--- src/rtl/row_window_ctrl.sv ---
// -----------------------------------------------------------------------------
// row_window_ctrl
//
// Sequencer for the 16-pixel register FIFO (reg_fifo_16) of the input layer.
// Fetches 128-bit line-RAM words (8 x 16-bit pixels) into the FIFO, presents
// 3-pixel windows downstream under valid/ready, and walks a configured number
// of rows per frame. The FIFO gets Start, one_row_complete and stride control.
//
// Optional feature macro: ROW_WINDOW_CTRL_STALL_CNT_EN
//   defined   -> stall_cycles counts RUN cycles that were waiting on FIFO data
//   undefined -> stall_cycles is tied to zero
//
// Ports:
//   clk, reset_n        clock, asynchronous active-low reset
//   start               one-cycle pulse, latches cfg_* and (re)starts a frame
//   cfg_base_addr       first RAM word of the frame
//   cfg_words_per_row   RAM words fetched per row (>= 1)
//   cfg_win_per_row     windows popped per row (>= 1)
//   cfg_rows            rows per frame (>= 1)
//   cfg_stride2         1 = stride 2
//   rd_en, rd_addr      RAM read port (data valid one cycle after rd_en)
//   fifo_push/pop       FIFO push (RAM data) / pop (one window consumed)
//   fifo_start          FIFO Start pulse
//   fifo_row_done       FIFO one_row_complete pulse
//   fifo_stride2en      latched cfg_stride2
//   fifo_count          FIFO occupancy
//   window_valid/ready  downstream window handshake
//   busy, done          frame in progress / one-cycle end-of-frame pulse
//   stall_cycles        data-starved RUN cycle counter (optional feature)
// -----------------------------------------------------------------------------
module row_window_ctrl #(
    parameter int ADDR_W   = 8,
    parameter int WIN_W    = 10,
    parameter int WORD_W   = 6,
    parameter int PUSH_MAX = 7,
    parameter int POP_MIN  = 3
) (
    input  logic              clk,
    input  logic              reset_n,
    input  logic              start,
    input  logic [ADDR_W-1:0] cfg_base_addr,
    input  logic [WORD_W-1:0] cfg_words_per_row,
    input  logic [WIN_W-1:0]  cfg_win_per_row,
    input  logic [WIN_W-1:0]  cfg_rows,
    input  logic              cfg_stride2,
    output logic              rd_en,
    output logic [ADDR_W-1:0] rd_addr,
    output logic              fifo_push,
    output logic              fifo_pop,
    output logic              fifo_start,
    output logic              fifo_row_done,
    output logic              fifo_stride2en,
    input  logic [3:0]        fifo_count,
    output logic              window_valid,
    input  logic              window_ready,
    output logic              busy,
    output logic              done,
    output logic [15:0]       stall_cycles
);

    typedef enum logic [2:0] {
        IDLE    = 3'd0,
        INIT    = 3'd1,
        RUN     = 3'd2,
        ROW_END = 3'd3,
        DONE    = 3'd4
    } state_t;

    localparam logic [3:0] PUSH_MAX_C = 4'(PUSH_MAX);
    localparam logic [3:0] POP_MIN_C  = 4'(POP_MIN);

    state_t            state_r;
    logic [WORD_W-1:0] words_cfg_r;
    logic [WIN_W-1:0]  win_cfg_r;
    logic [WIN_W-1:0]  rows_cfg_r;
    logic              stride2_r;
    logic [ADDR_W-1:0] rd_addr_r;
    logic [WORD_W-1:0] words_issued_r;
    logic [WIN_W-1:0]  win_done_r;
    logic [WIN_W-1:0]  row_r;
    logic              inflight_r;
    logic              cool_r;
    logic              fifo_start_r;
    logic              row_done_r;
    logic              done_r;
    logic              busy_r;

    logic              run_s;
    logic              win_left_s;
    logic              window_valid_s;
    logic              pop_s;
    logic              rd_en_s;
    logic              last_pop_s;
    logic [WIN_W-1:0]  row_next_s;

    // Fetch / pop qualification; start masks all activity in its own cycle.
    always_comb begin
        run_s          = 1'b0;
        win_left_s     = 1'b0;
        window_valid_s = 1'b0;
        pop_s          = 1'b0;
        rd_en_s        = 1'b0;
        last_pop_s     = 1'b0;
        row_next_s     = row_r + WIN_W'(1);
        if ((state_r == RUN) && !start) begin
            run_s = 1'b1;
        end else begin
            run_s = 1'b0;
        end
        if (win_done_r < win_cfg_r) begin
            win_left_s = 1'b1;
        end else begin
            win_left_s = 1'b0;
        end
        if (run_s && (fifo_count >= POP_MIN_C) && win_left_s) begin
            window_valid_s = 1'b1;
        end else begin
            window_valid_s = 1'b0;
        end
        pop_s = window_valid_s & window_ready;
        // cool_r keeps one idle cycle after a push so fifo_count has caught up
        // before the next read decision.
        if (run_s && (words_issued_r < words_cfg_r) && !inflight_r && !cool_r
                && (fifo_count <= PUSH_MAX_C)) begin
            rd_en_s = 1'b1;
        end else begin
            rd_en_s = 1'b0;
        end
        if (pop_s && ((win_done_r + WIN_W'(1)) == win_cfg_r)) begin
            last_pop_s = 1'b1;
        end else begin
            last_pop_s = 1'b0;
        end
    end

    // Frame FSM, counters, address generation and registered control pulses.
    always_ff @(posedge clk or negedge reset_n) begin
        if (!reset_n) begin
            state_r        <= IDLE;
            words_cfg_r    <= '0;
            win_cfg_r      <= '0;
            rows_cfg_r     <= '0;
            stride2_r      <= 1'b0;
            rd_addr_r      <= '0;
            words_issued_r <= '0;
            win_done_r     <= '0;
            row_r          <= '0;
            inflight_r     <= 1'b0;
            cool_r         <= 1'b0;
            fifo_start_r   <= 1'b0;
            row_done_r     <= 1'b0;
            done_r         <= 1'b0;
            busy_r         <= 1'b0;
        end else if (start) begin
            state_r        <= INIT;
            words_cfg_r    <= cfg_words_per_row;
            win_cfg_r      <= cfg_win_per_row;
            rows_cfg_r     <= cfg_rows;
            stride2_r      <= cfg_stride2;
            rd_addr_r      <= cfg_base_addr;
            words_issued_r <= '0;
            win_done_r     <= '0;
            row_r          <= '0;
            inflight_r     <= 1'b0;
            cool_r         <= 1'b0;
            fifo_start_r   <= 1'b1;
            row_done_r     <= 1'b0;
            done_r         <= 1'b0;
            busy_r         <= 1'b1;
        end else begin
            fifo_start_r <= 1'b0;
            row_done_r   <= 1'b0;
            done_r       <= 1'b0;
            inflight_r   <= rd_en_s;
            cool_r       <= inflight_r;
            case (state_r)
                IDLE: begin
                    busy_r <= 1'b0;
                end
                INIT: begin
                    state_r <= RUN;
                end
                RUN: begin
                    if (rd_en_s) begin
                        rd_addr_r      <= rd_addr_r + ADDR_W'(1);
                        words_issued_r <= words_issued_r + WORD_W'(1);
                    end
                    if (pop_s) begin
                        win_done_r <= win_done_r + WIN_W'(1);
                    end
                    if (last_pop_s) begin
                        state_r    <= ROW_END;
                        row_done_r <= 1'b1;
                    end
                end
                ROW_END: begin
                    // rd_addr is not re-based: rows are contiguous in RAM.
                    row_r          <= row_next_s;
                    words_issued_r <= '0;
                    win_done_r     <= '0;
                    if (row_next_s == rows_cfg_r) begin
                        state_r <= DONE;
                        done_r  <= 1'b1;
                    end else begin
                        state_r <= RUN;
                    end
                end
                DONE: begin
                    state_r <= IDLE;
                    busy_r  <= 1'b0;
                end
                default: begin
                    state_r <= IDLE;
                    busy_r  <= 1'b0;
                end
            endcase
        end
    end

`ifdef ROW_WINDOW_CTRL_STALL_CNT_EN
    logic [15:0] stall_r;

    // Saturating count of RUN cycles spent waiting for FIFO data.
    always_ff @(posedge clk or negedge reset_n) begin
        if (!reset_n) begin
            stall_r <= 16'd0;
        end else if (start) begin
            stall_r <= 16'd0;
        end else if ((state_r == RUN) && !window_valid_s && win_left_s
                     && (stall_r != 16'hFFFF)) begin
            stall_r <= stall_r + 16'd1;
        end else begin
            stall_r <= stall_r;
        end
    end

    assign stall_cycles = stall_r;
`else
    assign stall_cycles = 16'd0;
`endif

    assign rd_en          = rd_en_s;
    assign rd_addr        = rd_addr_r;
    // A read whose data lands in the same cycle as start is dropped.
    assign fifo_push      = inflight_r & ~start;
    assign fifo_pop       = pop_s;
    assign fifo_start     = fifo_start_r;
    assign fifo_row_done  = row_done_r;
    assign fifo_stride2en = stride2_r;
    assign window_valid   = window_valid_s;
    assign busy           = busy_r;
    assign done           = done_r;

endmodule

--- config.mk ---
export PLATFORM = sky130hd
export DESIGN_NAME = row_window_ctrl
export DESIGN_NICKNAME = d
export VERILOG_FILES = /design/src/rtl/row_window_ctrl.sv
export SDC_FILE = /design/constraint.sdc
export NUM_CORES = 1
export LEC_CHECK = 0
export ABC_AREA = 1
export CAP_MARGIN = 0
export CORE_ASPECT_RATIO = 2
export CORE_MARGIN = 4
export CORE_UTILIZATION = 35
export DETAILED_ROUTE_END_ITERATION = 8
export SETUP_SLACK_MARGIN = 0.05
export SLEW_MARGIN = 20
export SYNTH_ARGS = -nofsm -noshare
export SYNTH_HDL_FRONTEND = slang
export SYNTH_SLANG_ARGS = --single-unit
--- constraint.sdc ---
create_clock -name clk -period 4.6 [get_ports clk]
set_input_delay 0.92 -clock clk [delete_from_list [all_inputs] [get_ports clk]]
set_output_delay 0.92 -clock clk [all_outputs]
set_load 0.02 [all_outputs]
==> results of run 1 <==
[sequential cells by signal, indices dropped and copies added (netlist names)]
| name | flops |
|---|---|
| busy | 1 |
| cool_r | 1 |
| done | 1 |
| fifo_row_done | 1 |
| fifo_start | 1 |
| fifo_stride2en | 1 |
| inflight_r | 1 |
| rd_addr | 8 |
| row_r | 10 |
| rows_cfg_r | 10 |
| state_r | 3 |
| win_cfg_r | 10 |
| win_done_r | 10 |
| words_cfg_r | 6 |
| words_issued_r | 6 |
[layer usage]
metal	vias up	part of all wire
met5	-	0
met1	1674	0.40
li1	1851	-
met3	21	0.039
met4	0	0.026
met2	84	0.53
[area by class of cell]
cell class / count / area [µm²]
multi-input combinational: 392 / 2030
fill: 1190 / 6590
timing repair buffer: 63 / 611
sequential: 70 / 1750
inverter: 76 / 285
tap: 145 / 181
clock buffer: 12 / 246
clock inverter: 2 / 10.0
[per-stage QoR]
step	setup WS, ns	std cells	power (mW)
global route	0.848	760	1.66
floorplan	2.04	567	0.862
finish	1.04	760	1.57
detailed placement	1.03	746	0.971
CTS	1.03	760	1.59
global placement	1.06	746	0.965
[worst max path at each step]
stage	from	to	slack, ns	cells after the start
detailed placement	fifo_count[3]	fifo_pop	1.03	8
CTS	fifo_count[3]	fifo_pop	1.03	8
global route	fifo_count[3]	fifo_pop	0.85	8
finish	fifo_count[3]	fifo_pop	1.04	8
global placement	fifo_count[3]	fifo_pop	1.06	8
floorplan	start	fifo_push	2.04	3
[cell usage in the layout, fill, tap and decap left out, types with 2 or more instances in the layout]
cell type,instances
nand2_1,145
inv_1,75
dfrtp_1,70
clkdlybuf4s50_1,57
nor2_1,48
o21ai_0,40
nand3_1,29
ha_1,19
conb_1,16
o21ai_1,13
a21oi_1,11
xor2_1,11
nand4_1,9
clkbuf_16,9
o22ai_1,8
or2_2,8
nand2_2,5
nand3_2,4
nor2_2,4
buf_4,4
nor3_1,3
o211ai_1,3
nor2_4,3
nor3b_1,3
xnor3_1,2
a31oi_1,2
clkinv_2,2
clkbuf_1,2
buf_2,2
[power by group]
part	switching (mW)	total, mW	internal, mW
Combinational	0.159	0.271	0.112
Clock	0.240	0.612	0.372
Sequential	0.0306	0.686	0.656
Total	0.430	1.57	1.14
[cells by family (layout without fill, tap and decap cells)]
family	after synthesis	after routing
XOR/XNOR	14	14
adder cells (fa/ha/maj)	19	19
other	1	16
AO/OA/AOI/OAI	79	79
flip-flops	70	70
AND/OR/NAND/NOR	264	264
buffers and inverters	105	153
==> reports/results.ini, run 1 <==
[timing]
worst_pin_slew_ns=0.765
final_max_slew_viol_count=0
setup-tns-final_ns=0
finalClockSkew_ns=0.00382
fmax_mhz=281
rsz0062_at_grt=false
slew_headroom=0.490
hold_ws_ns=0.478
post-route-min-period_ns=3.56
finalCritPeriodShare=0.775
hold_viol=0
setup_viol_count_final=0

[synthesis]
yosys_warnings=0
synth_edf_count=0
synth-seq-area-share=0.418
yosysMostFrequentCell=nand2_1
synthSimpleGateAreaFrac=0.278
synth_cells=552
synth_area_leader_cell=dfrtp_1
synth_top_cell_area_share=0.418
synth_fa_ha_area_frac=0.0568
synthMuxAreaShare=0
synth_area_leaders=dfrtp_1 42%, nand2_1 13%, inv_1 6.7%, ha_1 5.7%, o21ai_0 4.8%
ys.flop_type=dfrtp_1
synth_common_cells=145 x nand2_1, 75 x inv_1, 70 x dfrtp_1
synth_cell_types=34
synth_compound_area_frac=0.100
synth_top_family_by_area=simple AND/OR/NAND/NOR gates
async_flop_share=1.00
synth_seq_cells=70
synth_xor_area_frac=0.0359
postSynthAreaPerCell_um2=7.59
syn_area_um2=4190

[hold_path]
hold_path.class=in -> async

[global_routing]
grt-busiest-layer=met2
grt_max_degree=58
grt_pass1_wl_um=16600
grt_pass1_vias=3659
use_met3=0.0268
grt.total_usage=0.149
antenna_found_initial=0
use_met1=0.164
overflow=0
grt_use_met2=0.274

[critical_path]
r2r_cells=9
critical_path_required_ns=3.68
crit_top_cell=nor2_1
critPathTopFamily=buffers and inverters
rr_startpoint=win_done_r[3]$_DFFE_PN0P_
critPathArrivalTime_ns=2.64
criticalPathCategory=in -> out
start_kind=input port
crit_chain=clkdlybuf4s50_1, nor2_1, nand2_1, inv_1, nor2_1, nand4_1, nor2_1, clkdlybuf4s50_1
critPathMaxFanout=3
cp-end-kind=output pin
r2r_end=win_done_r[6]$_DFFE_PN0P_
crit_path_top_delay_cell=clkdlybuf4s50_1
rrSetupSlack_ns=2.36
path_buf_inv=3
crit_path_max_incr_delay_ns=0.63

[place]
port_buffers=59
gp_congestion=0.836
placed_area_um2=4860
hpwl_um=7620

[cells_and_area]
nets=674
drive_above_1_share=0.0699
antenna_cells=0
area_growth_pct=22.2
finish.utilization=0.437
design_area_um2=5120

[clock_tree]
clk_latency_ns=0.33
htree_levels=3
cts_sinks=70
ctsHoldBuffers=0
cts_tree=built
root_buffer=clkbuf_16
cts.clk_slew.worst_paths_ns=0.05
cts_buffers=9
cts-resized-gates=0
cts.path.max_buffers=2
post_cts_buffers=0

[floorplanning]
fp.dieH_um=163
rows=56
die_w_um=85.3
initial_core_util=0.358
dieArea_um2=13900
coreArea_um2=11700
io_pins=76

[detailed_routing]
viasPerCell=4.78
route.detailed.drc=0
ant_nets=0
drt_iter0_drc=128
firstDrtPassIters=4
wire_per_inst_um=13.1
via_count=3630
routed_wl_um=9960

[power]
ir_drop_mv=0.193
p_leak_nw=2.50
p_per_area_nw_per_um2=307

[outcome]
status=finished clean

[job]
cap_violations=0

Note: power is estimated with default switching activity, not from simulation.
==> run 2: changes to the inputs <==
- clock period: 4.6 -> 3.6 ns (I/O delays scaled with it)
==> run 2 against run 1 <==
Compared with the run above:
- non-clock buffer count is 1 higher
- register-to-register slack worse by 0.97 ns
- first-iteration DRC count is 4.7% lower
- die area stayed put
- via count is 0.19% higher
- wire length is 0.91% lower
- clock power is 33% higher
- clock-buffer cell count is 2 higher
- setup slack worse by 0.59 ns
- cell count is 0.26% higher
- cell area is 0.39% higher
==> reports/results.ini, run 2 (synthesized netlist as in run 1, its figures left out) <==
[critical_path]
critPathArrivalTime_ns=2.43  ; was 2.64 ns
r2r_end=win_done_r[8]$_DFFE_PN0P_  ; was win_done_r[6]$_DFFE_PN0P_
start_kind=input port  ; unchanged
criticalPathCategory=in -> out  ; unchanged
critical_path_required_ns=2.88  ; was 3.68 ns
rrSetupSlack_ns=1.39  ; was 2.36 ns
critPathMaxFanout=3  ; unchanged
cp-end-kind=output pin  ; unchanged
rr_startpoint=win_done_r[3]$_DFFE_PN0P_  ; unchanged
r2r_cells=9  ; unchanged

[detailed_routing]
wire_per_inst_um=12.9  ; was 13.1 µm
routed_wl_um=9870  ; was 9960 µm
firstDrtPassIters=4  ; unchanged
via_count=3637  ; was 3630
route.detailed.drc=0  ; unchanged
viasPerCell=4.77  ; was 4.78
drt_iter0_drc=122  ; was 128
ant_nets=0  ; unchanged

[place]
placed_area_um2=4870  ; was 4860 µm²
port_buffers=59  ; unchanged
gp_congestion=0.832  ; was 0.836
dp_worst_setup_slack_ns=0.445  ; was 1.03 ns
hpwl_um=7620  ; about the same

[clock_tree]
cts_tree=built  ; unchanged
cts.path.max_buffers=2  ; unchanged
root_buffer=clkbuf_16  ; unchanged
cts_sinks=70  ; unchanged
post_cts_buffers=0  ; unchanged
cts-resized-gates=0  ; unchanged
clk_latency_ns=0.33  ; about the same
ctsHoldBuffers=0  ; unchanged
cts.clk_slew.worst_paths_ns=0.05  ; about the same
htree_levels=3  ; unchanged
cts_buffers=9  ; unchanged

[floorplanning]
die_w_um=85.3  ; unchanged
fp.dieH_um=163  ; unchanged
io_pins=76  ; unchanged
coreArea_um2=11700  ; unchanged
dieArea_um2=13900  ; unchanged
rows=56  ; unchanged
initial_core_util=0.358  ; unchanged

[timing]
setup-tns-final_ns=0  ; unchanged
finalClockSkew_ns=0.00526  ; was 0.00382 ns
fmax_mhz=317
final_max_slew_viol_count=0  ; unchanged
setup_ws_ns=0.449  ; was 1.04 ns
slew_headroom=0.546  ; was 0.490
post-route-min-period_ns=3.15
rsz0062_at_grt=false  ; unchanged
hold_viol=0  ; unchanged
worst_pin_slew_ns=0.680  ; was 0.765 ns
finalCritPeriodShare=0.875
setup_viol_count_final=0  ; unchanged

[cells_and_area]
drive_above_1_share=0.0713  ; was 0.0699
n_fill_cell=1167  ; was 1190
area_growth_pct=22.6  ; was 22.2%
nets=675  ; was 674
antenna_cells=0  ; unchanged
finish.utilization=0.439  ; was 0.437
layout_common_cells=145 x nand2_1, 75 x inv_1, 70 x dfrtp_1  ; unchanged
design_area_um2=5140  ; was 5120 µm²
mostFrequentLayoutCell=nand2_1  ; unchanged

[global_routing]
overflow=0  ; unchanged
grt_pass1_wl_um=16600  ; about the same
grt_pass1_vias=3680  ; was 3659
antenna_found_initial=0  ; unchanged
grt.total_usage=0.151  ; was 0.149
grt_max_degree=50  ; was 58

[power]
p_per_area_nw_per_um2=397  ; was 307 nW/µm²
p_leak_nw=2.50  ; about the same
ir_drop_mv=0.266  ; was 0.193 mV

[outcome]
status=finished clean  ; unchanged

[hold_path]
hold_path.class=in -> async  ; unchanged

[job]
cap_violations=0  ; unchanged

==> run 2: how the worst max path moves through the flow <==
stage,startpoint,endpoint,slack [ns]
4_1_cts,fifo_count[3],fifo_pop,0.44
3_5_place_dp,fifo_count[3],fifo_pop,0.44
2_1_floorplan,start,fifo_push,1.44
6_report,fifo_count[3],fifo_pop,0.45
3_3_place_gp,fifo_count[3],fifo_pop,0.46
5_1_grt,fifo_count[3],fifo_pop,0.31
==> run 2: routing by layer <==
| metal | global-route usage | wire length, µm | part of all wire | vias to the layer above |
|---|---|---|---|---|
| met5 | 0 | 0 | 0 | - |
| met4 | 0.0713 | 272 | 0.028 | 0 |
| met1 | 0.162 | 3870 | 0.39 | 1693 |
| li1 | - | - | - | 1845 |
| met3 | 0.0258 | 455 | 0.046 | 17 |
| met2 | 0.278 | 5270 | 0.53 | 82 |
==> run 2: layout make-up <==
cell class              instances  area, µm²  area share
multi-input cells             392       2030       0.395
flip-flops and latches         70       1750       0.341
repair buffers                 64        618       0.120
inverters                      76        285      0.0555
clock buffers                  14        264      0.0514
well taps                     145        181      0.0353
clock inverters                 1       5.00    0.000974
==> run 2: power by group <==
group / switching [mW] / internal (mW) / total, mW / leakage (nW)
registers: 0.0400 / 0.838 / 0.878 / 0.894
clock network: 0.316 / 0.500 / 0.815 / 0.133
logic: 0.202 / 0.144 / 0.346 / 1.48
total: 0.558 / 1.48 / 2.04 / 2.50
==> run 2: per-stage QoR <==
step                power (mW)  std cells  hold slack, ns
floorplan                 1.10        567           0.424
finish                    2.04        762           0.373
global route              2.14        762           0.426
detailed placement        1.24        747           0.467
global placement          1.23        747           0.463
CTS                       2.06        762           0.388
==> run 2: critical path: stages <==
cell	delay, ns
clkdlybuf4s50_1	0.48
nor2_1	0.04
nand2_1	0.05
inv_1	0.05
nor2_1	0.12
nand4_1	0.17
nor2_1	0.17
clkdlybuf4s50_1	0.63
